$ cat src/rtl/var_bw_add_sched.sv
// Two-requester scheduler feeding one shared 16-bit / dual 8-bit adder.
// Both-8-bit requests are packed into one parallel add; otherwise round-robin.
module var_bw_add_sched #(
  parameter int CNT_W   = 16,
  parameter bit RR_INIT = 1'b0
) (
  input  logic             clk,
  input  logic             rst_n,
  input  logic             req0_valid,
  output logic             req0_ready,
  input  logic             req0_mode,
  input  logic [15:0]      req0_a,
  input  logic [15:0]      req0_b,
  input  logic             req1_valid,
  output logic             req1_ready,
  input  logic             req1_mode,
  input  logic [15:0]      req1_a,
  input  logic [15:0]      req1_b,
  output logic             rsp0_valid,
  input  logic             rsp0_ready,
  output logic [16:0]      rsp0_sum,
  output logic             rsp1_valid,
  input  logic             rsp1_ready,
  output logic [16:0]      rsp1_sum,
  output logic [CNT_W-1:0] pack_cnt
);

  logic             r_rr;
  logic             r_vld0, r_vld1;
  logic [16:0]      r_sum0, r_sum1;
  logic [CNT_W-1:0] r_cnt;

  logic        w_e0, w_e1, w_pack, w_g0, w_g1, w_sel1, w_m8, w_cin;
  logic [15:0] w_a, w_b;
  logic [8:0]  w_lo, w_hi;
  logic [16:0] w_single;

  assign w_e0   = req0_valid & (~r_vld0 | rsp0_ready);
  assign w_e1   = req1_valid & (~r_vld1 | rsp1_ready);
  assign w_pack = w_e0 & w_e1 & req0_mode & req1_mode;
  assign w_g0   = w_e0 & (w_pack | ~w_e1 | ~r_rr);
  assign w_g1   = w_e1 & (w_pack | ~w_e0 | r_rr);
  assign w_sel1 = w_g1 & ~w_g0;
  assign w_m8   = w_sel1 ? req1_mode : req0_mode;

  // Packed issue places req0 bytes in the low lane and req1 bytes in the high lane.
  always_comb begin
    w_a = w_sel1 ? req1_a : req0_a;
    w_b = w_sel1 ? req1_b : req0_b;
    if (w_pack) begin
      w_a = {req1_a[7:0], req0_a[7:0]};
      w_b = {req1_b[7:0], req0_b[7:0]};
    end
  end

  // Lane carry only crosses the byte boundary in 16-bit mode.
  assign w_lo     = {1'b0, w_a[7:0]} + {1'b0, w_b[7:0]};
  assign w_cin    = ~w_m8 & w_lo[8];
  assign w_hi     = {1'b0, w_a[15:8]} + {1'b0, w_b[15:8]} + {8'b0, w_cin};
  assign w_single = w_m8 ? {8'b0, w_lo} : {w_hi, w_lo[7:0]};

  always_ff @(posedge clk or negedge rst_n) begin
    if (!rst_n) begin
      r_rr   <= RR_INIT;
      r_vld0 <= 1'b0;
      r_vld1 <= 1'b0;
      r_sum0 <= '0;
      r_sum1 <= '0;
      r_cnt  <= '0;
    end else begin
      if (w_g0) begin
        r_vld0 <= 1'b1;
        r_sum0 <= w_single;
      end else if (rsp0_ready) begin
        r_vld0 <= 1'b0;
      end
      if (w_g1) begin
        r_vld1 <= 1'b1;
        r_sum1 <= w_pack ? {8'b0, w_hi} : w_single;
      end else if (rsp1_ready) begin
        r_vld1 <= 1'b0;
      end
      if (!w_pack) begin
        if (w_e0 && w_e1) r_rr <= ~r_rr;
        else if (w_e0)    r_rr <= 1'b1;
        else if (w_e1)    r_rr <= 1'b0;
      end
      if (w_pack && (r_cnt != '1))
        r_cnt <= r_cnt + {{(CNT_W-1){1'b0}}, 1'b1};
    end
  end

  assign req0_ready = w_g0;
  assign req1_ready = w_g1;
  assign rsp0_valid = r_vld0;
  assign rsp1_valid = r_vld1;
  assign rsp0_sum   = r_sum0;
  assign rsp1_sum   = r_sum1;
  assign pack_cnt   = r_cnt;

endmodule

$ cat config.mk
export PLATFORM = sky130hd
export DESIGN_NAME = var_bw_add_sched
export DESIGN_NICKNAME = d
export VERILOG_FILES = /design/src/rtl/var_bw_add_sched.sv
export SDC_FILE = /design/constraint.sdc
export NUM_CORES = 1
export LEC_CHECK = 0
export ABC_AREA = 1
export CORE_ASPECT_RATIO = 1.75
export CORE_MARGIN = 2
export CORE_UTILIZATION = 42
export DETAILED_ROUTE_END_ITERATION = 8
export PLACE_DENSITY = 0.78
export SYNTH_ARGS = -nofsm -noshare
export SYNTH_HDL_FRONTEND = slang
export SYNTH_SLANG_ARGS = --single-unit
$ cat constraint.sdc
create_clock -name clk -period 3.65 [get_ports clk]
set_input_delay 0.365 -clock clk [delete_from_list [all_inputs] [get_ports clk]]
set_output_delay 0.365 -clock clk [all_outputs]
set_load 0.01 [all_outputs]
[Yosys cells after proc, flatten, opt, wreduce, memory -nomap -nowiden]
Cells that the tools add are included.
Storage, ports and cells
  logic and storage cells: 54
  input port bits: 72
  bits in registers: 53
  output and inout port bits: 54
Operators by class
  add/sub/neg operators: 4
  reductions and logical operators: 6
  muxes and demuxes: 14
  equality and inequality tests: 1
  bitwise gates (word level): 23
Operators with widths (number)
  2-to-1 mux 16 bit: 4
  2-to-1 mux 17 bit: 2
  adder 8 x 8 -> 9 bit: 2
  adder 16 x 1 -> 16 bit, second input constant: 1
  != test 16 bit, second input constant: 1
  adder 9 x 1 -> 9 bit: 1
  bitwise AND 1 bit: 9
  2-to-1 mux 1 bit: 8
  inverter 1 bit: 8
  OR 1 bit: 6
  nonzero test 2 bit: 2
  nonzero test 3 bit: 1
  logical AND 1 bit: 2
  AND reduction 2 bit: 1

[Longest topological paths before layout]
  word-level depth: 18
  depth in mapped cells: 23
  gate-level depth less buffers: 22

[Worst setup path after synthesis]
No wires, ideal clock.
  kind: register to register
  start: register r_vld0 (netlist: rsp0_valid)
  end: register r_sum1[8] (netlist: rsp1_sum[8])
  data arrival time: 3.520 ns
  stages on the path, launching flop included: 23
  data required time: 3.533 ns
  path buffers: 1
  setup time: 0.117 ns
  slack: 0.013 ns
  clock period less this slack: 3.637 ns
  path through: dfrtp_1 -> nand2_2 -> nand2_2 -> o211ai_4 -> inv_2 -> buf_2 -> nand2_1 -> nand2_1 -> ha_1 -> fa_1 -> nand3_1 -> nand3_1 -> a21oi_1 -> a21oi_1 -> fa_1 -> fa_1 -> nand3_1 -> nand2_1 -> a21o_1 -> nand2_1 -> nand2_1 -> inv_1 -> nand2_1
On the way
  longest elaborated chain between the ends: 18
  elaborated cells on any way between the ends: 27
  those cells by class: 3 x add/sub; 7 x mux; 17 x bitwise
RTL lines
  start: declaration: line 29  | logic r_vld0, r_vld1;
  start signal: assignment: line 65  | r_vld0 <= 1'b0;
  start signal: assignment: line 72  | r_vld0 <= 1'b1;
  start signal: assignment: line 75  | r_vld0 <= 1'b0;
  inverter 1 bit *: line 38  | assign w_e0 = req0_valid & (~r_vld0 | rsp0_ready);
  OR 1 bit *: line 38
  bitwise AND 1 bit *: line 38
  bitwise AND 1 bit (3 in a row): line 40  | assign w_pack = w_e0 & w_e1 & req0_mode & req1_mode;
  OR 1 bit (2 in a row): line 41  | assign w_g0 = w_e0 & (w_pack | ~w_e1 | ~r_rr);
  bitwise AND 1 bit: line 41
  inverter 1 bit: line 43  | assign w_sel1 = w_g1 & ~w_g0;
  bitwise AND 1 bit: line 43
  2-to-1 mux 16 bit (on tied branches): line 48, 49
  2-to-1 mux 16 bit: line 50  | if (w_pack) begin
  adder 8 x 8 -> 9 bit: line 57  | assign w_lo = {1'b0, w_a[7:0]} + {1'b0, w_b[7:0]};
  bitwise AND 1 bit: line 58  | assign w_cin = ~w_m8 & w_lo[8];
  adder 9 x 1 -> 9 bit: line 59  | assign w_hi = {1'b0, w_a[15:8]} + {1'b0, w_b[15:8]} + {8'b0, w_cin};
  2-to-1 mux 17 bit: line 60  | assign w_single = w_m8 ? {8'b0, w_lo} : {w_hi, w_lo[7:0]};
  2-to-1 mux 17 bit: line 79  | r_sum1 <= w_pack ? {8'b0, w_hi} : w_single;
  end signal: assignment: line 79
  end: declaration: line 30  | logic [16:0] r_sum0, r_sum1;
Mark *: on every way between the ends. The rest lies on a longest branch, timed or not.
A chain may end at the register's enable or synchronous reset.

[Worst setup path in the final report]
Ends and elaborated chain as after synthesis.

==> results.toml <==
[run_status]
status = "complete, no violations"

[clock_tree]
cts_buffers = 5
cts_buffer_depth = 2
cts_tree = "built"
path_clk_slew_ns = 0.07
cts.sinks = 53
root_buffer = "clkbuf_16"
htree_levels = 2
clk_latency_ns = 0.30

[timing]
slew_violations = 0
slew_headroom = 0.694
setup_viol = 0
max_freq_mhz = 280
period_share = 0.979
finalClockSkew_ns = 0.00474
finalCriticalPeriod_ns = 3.57
tightest_slew_ns = 0.455
hold_viol_final = 0
rsz0062_at_grt = "true"

[floorplanning]
die_area_sq_um = 9670
start_util = 0.430
die-width_um = 75.2
fp.dieH_um = 129
core_sq_um = 8670
rows = 45
ioPinCount = 126

[yosys]
async_flop_share = 1.00
yosys_warnings = 0
ys_types = 38
syn-mean-instance-area_sq_um = 7.28
synthFlopType = "dfrtp_1"
synthTopCellsByCount = "nand2_1 (182), dfrtp_1 (53), nand3_1 (44)"
syn_area_sq_um = 3730
netlist_instances = 512
yosysSeqAreaShare = 0.356
syn_nets = 603
synth_edf_count = 0
yosysMostFrequentCell = "nand2_1"
yosysTopAreaCell = "dfrtp_1"
synth_area_leaders = "dfrtp_1 (36%), nand2_1 (18%), nand3_1 (5.9%), ha_1 (5.4%), o21ai_0 (4.2%)"
synth-seq-cells = 53
yosysTopAreaCellShare = 0.356

[power_and_ir_drop]
power.density_nw_per_um2 = 582
totalPowerFinal_mw = 3.32
p_leak_nw = 2.73
vdd.ir_drop.worst_mv = 0.278

[setup_path]
reg2reg_depth = 21
worstPathMaxFanout = 5
required_ns = 3.84
cpPeakStageDelay_ns = 0.39
path_cells = "nand2_2 -> nand2_2 -> o211ai_4 -> inv_2 -> nand2_1 -> nand2_1 -> ha_2 -> fa_2 -> nand3_2 -> nand3_4 -> a21oi_4 -> a21oi_2 -> fa_2 -> fa_2 -> nand3_2 -> nand2_2 -> a21o_1 -> nand2_1 -> nand2_1 -> inv_1 -> nand2_1"
r2r-start = "rsp0_valid"
reg2reg_to = "rsp1_sum[8]"
crit_arrival_ns = 3.77
end_kind = "register"
rrSetupSlack_ns = 0.08
critPathSlowestCell = "dfrtp_1"
critPathLaunchType = "register"
critPathKind = "register to register"
crit_path_frequent_cell = "nand2_1"

[placed_design]
dp_hpwl_um = 9850
place_congestion = 0.932
dp_cells = 770
io_buffers = 125

[job]
max_cap_viol_count = 0

[routing]
ant_nets = 0
routed_wl_um = 12400
drt-initial-drc-count = 220
wl_per_cell_um = 15.6
drc = 0
vias = 4167
drt-vias-per-instance = 5.25
dr.pass1.iters = 5

[final_layout]
final_nets = 767
area_growth_pct = 53.1
fin_cells = 794
utilization = 0.658
antenna_cells = 0
drive_gt1_frac = 0.162

[global_routing]
grt_pass1_wl_um = 19100
grt_antenna_before_repair = 0
grt_max_degree = 35
grt_pass1_vias = 4240
gr-total-overflow = 0
grt.total_usage = 0.264

[min_path]
worst_hold_path_type = "primary input to asynchronous set/reset pin"
## registers in the layout, indices dropped and copies added (netlist names)
name / count
r_rr: 1
rsp1_valid: 1
rsp0_sum: 17
pack_cnt: 16
rsp0_valid: 1
rsp1_sum: 17
## cell usage in the layout (no fill, tap or decap), drive strengths merged, types with 2 or more instances in the layout
cell,synthesis,routed
nor2,31,31
a31oi,2,2
buf,16,48
xor2,15,15
clkbuf,0,5
o21ai,39,39
xnor2,6,6
nand3,46,46
a22oi,3,3
o211ai,5,5
fa,3,3
nand2,190,190
a21boi,2,2
nor3,6,6
nand4,6,6
dlygate4sd2,0,5
a21oi,23,23
dfrtp,53,53
nand3b,3,3
clkdlybuf4s50,0,119
ha,16,16
inv,41,42
or2,2,2
clkinv,1,3
## stage by stage
step | area [sq um] | worst slack (ns) | hold slack (ns) | TNS [ns]
after floorplan | 3730 | 0.0129 | 0.0694 | 0
after global placement | 5280 | -0.434 | 0.329 | -6.49
after detailed placement | 5280 | -0.612 | 0.332 | -10.68
after CTS | 5620 | 0.00554 | 0.0145 | 0
after global routing | 5700 | -0.0963 | 0.0369 | -0.334
final | 5700 | 0.0774 | 0.0000673 | 0
## cells by family (layout without fill, tap and decap cells)
| kind of cell | after synthesis | count (layout) | share of synthesized area |
|---|---|---|---|
| simple gates | 284 | 284 | 0.331 |
| fa+ha+maj | 19 | 19 | 0.0698 |
| compound gates | 77 | 77 | 0.122 |
| flops | 53 | 53 | 0.356 |
| xor+xnor | 21 | 21 | 0.0494 |
| buf+inv | 58 | 223 | 0.0719 |
## final cells by class
| class | count | area (sq um) |
|---|---|---|
| clock inverter | 3 | 26.3 |
| multi-input combinational | 401 | 2250 |
| inverter | 42 | 165 |
| timing repair buffer | 173 | 1660 |
| fill | 770 | 2970 |
| sequential | 53 | 1330 |
| clock buffer | 5 | 125 |
| tap | 117 | 146 |
## report_power, final
group	total (mW)	switching, mW	internal [mW]
Sequential	0.983	0.185	0.798
Combinational	1.85	0.911	0.935
Clock	0.489	0.230	0.260
Total	3.32	1.33	1.99
## worst max path at each step
stage / start / endpoint / slack [ns] / cells past startpoint
after floorplan: rsp0_valid / rsp1_sum[8] / 0.01 / 22
after global placement: rsp0_ready / rsp1_sum[4] / -0.43 / 21
after detailed placement: rsp0_ready / rsp1_sum[4] / -0.61 / 21
after CTS: req1_valid / rsp1_sum[8] / 0.006 / 22
after global routing: rsp0_valid / rsp1_sum[8] / -0.1 / 21
final: rsp0_valid / rsp1_sum[8] / 0.08 / 21
## repair_timing
| action | 4_1_cts | 5_1_grt |
|---|---|---|
| setup endpoints to repair | 24 | 23 |
| hold buffers | 0 | 0 |
| setup buffers | 15 | 2 |
| gates cloned | 1 | 0 |
| hold endpoints to repair | 0 | 0 |
| resized for setup | 20 | 15 |
| pin swaps | 9 | 23 |
## per-layer routing
layer  share of wire  vias to the layer above  GRT usage
met1            0.33                     1930      0.250
met3           0.051                       58     0.0431
met2            0.53                      186      0.466
met5               0                        -          0
met4           0.087                        0      0.232
li1                -                     1993          -
## critical path, delay by kind of cell (launching register included)
kind            cells  cell delay [ns]
fa+ha+maj           4             1.32
simple gates       11             0.83
buf+inv             2             0.18
compound gates      4             0.77
flops               1             0.39
(Power assumes the default switching activity.)
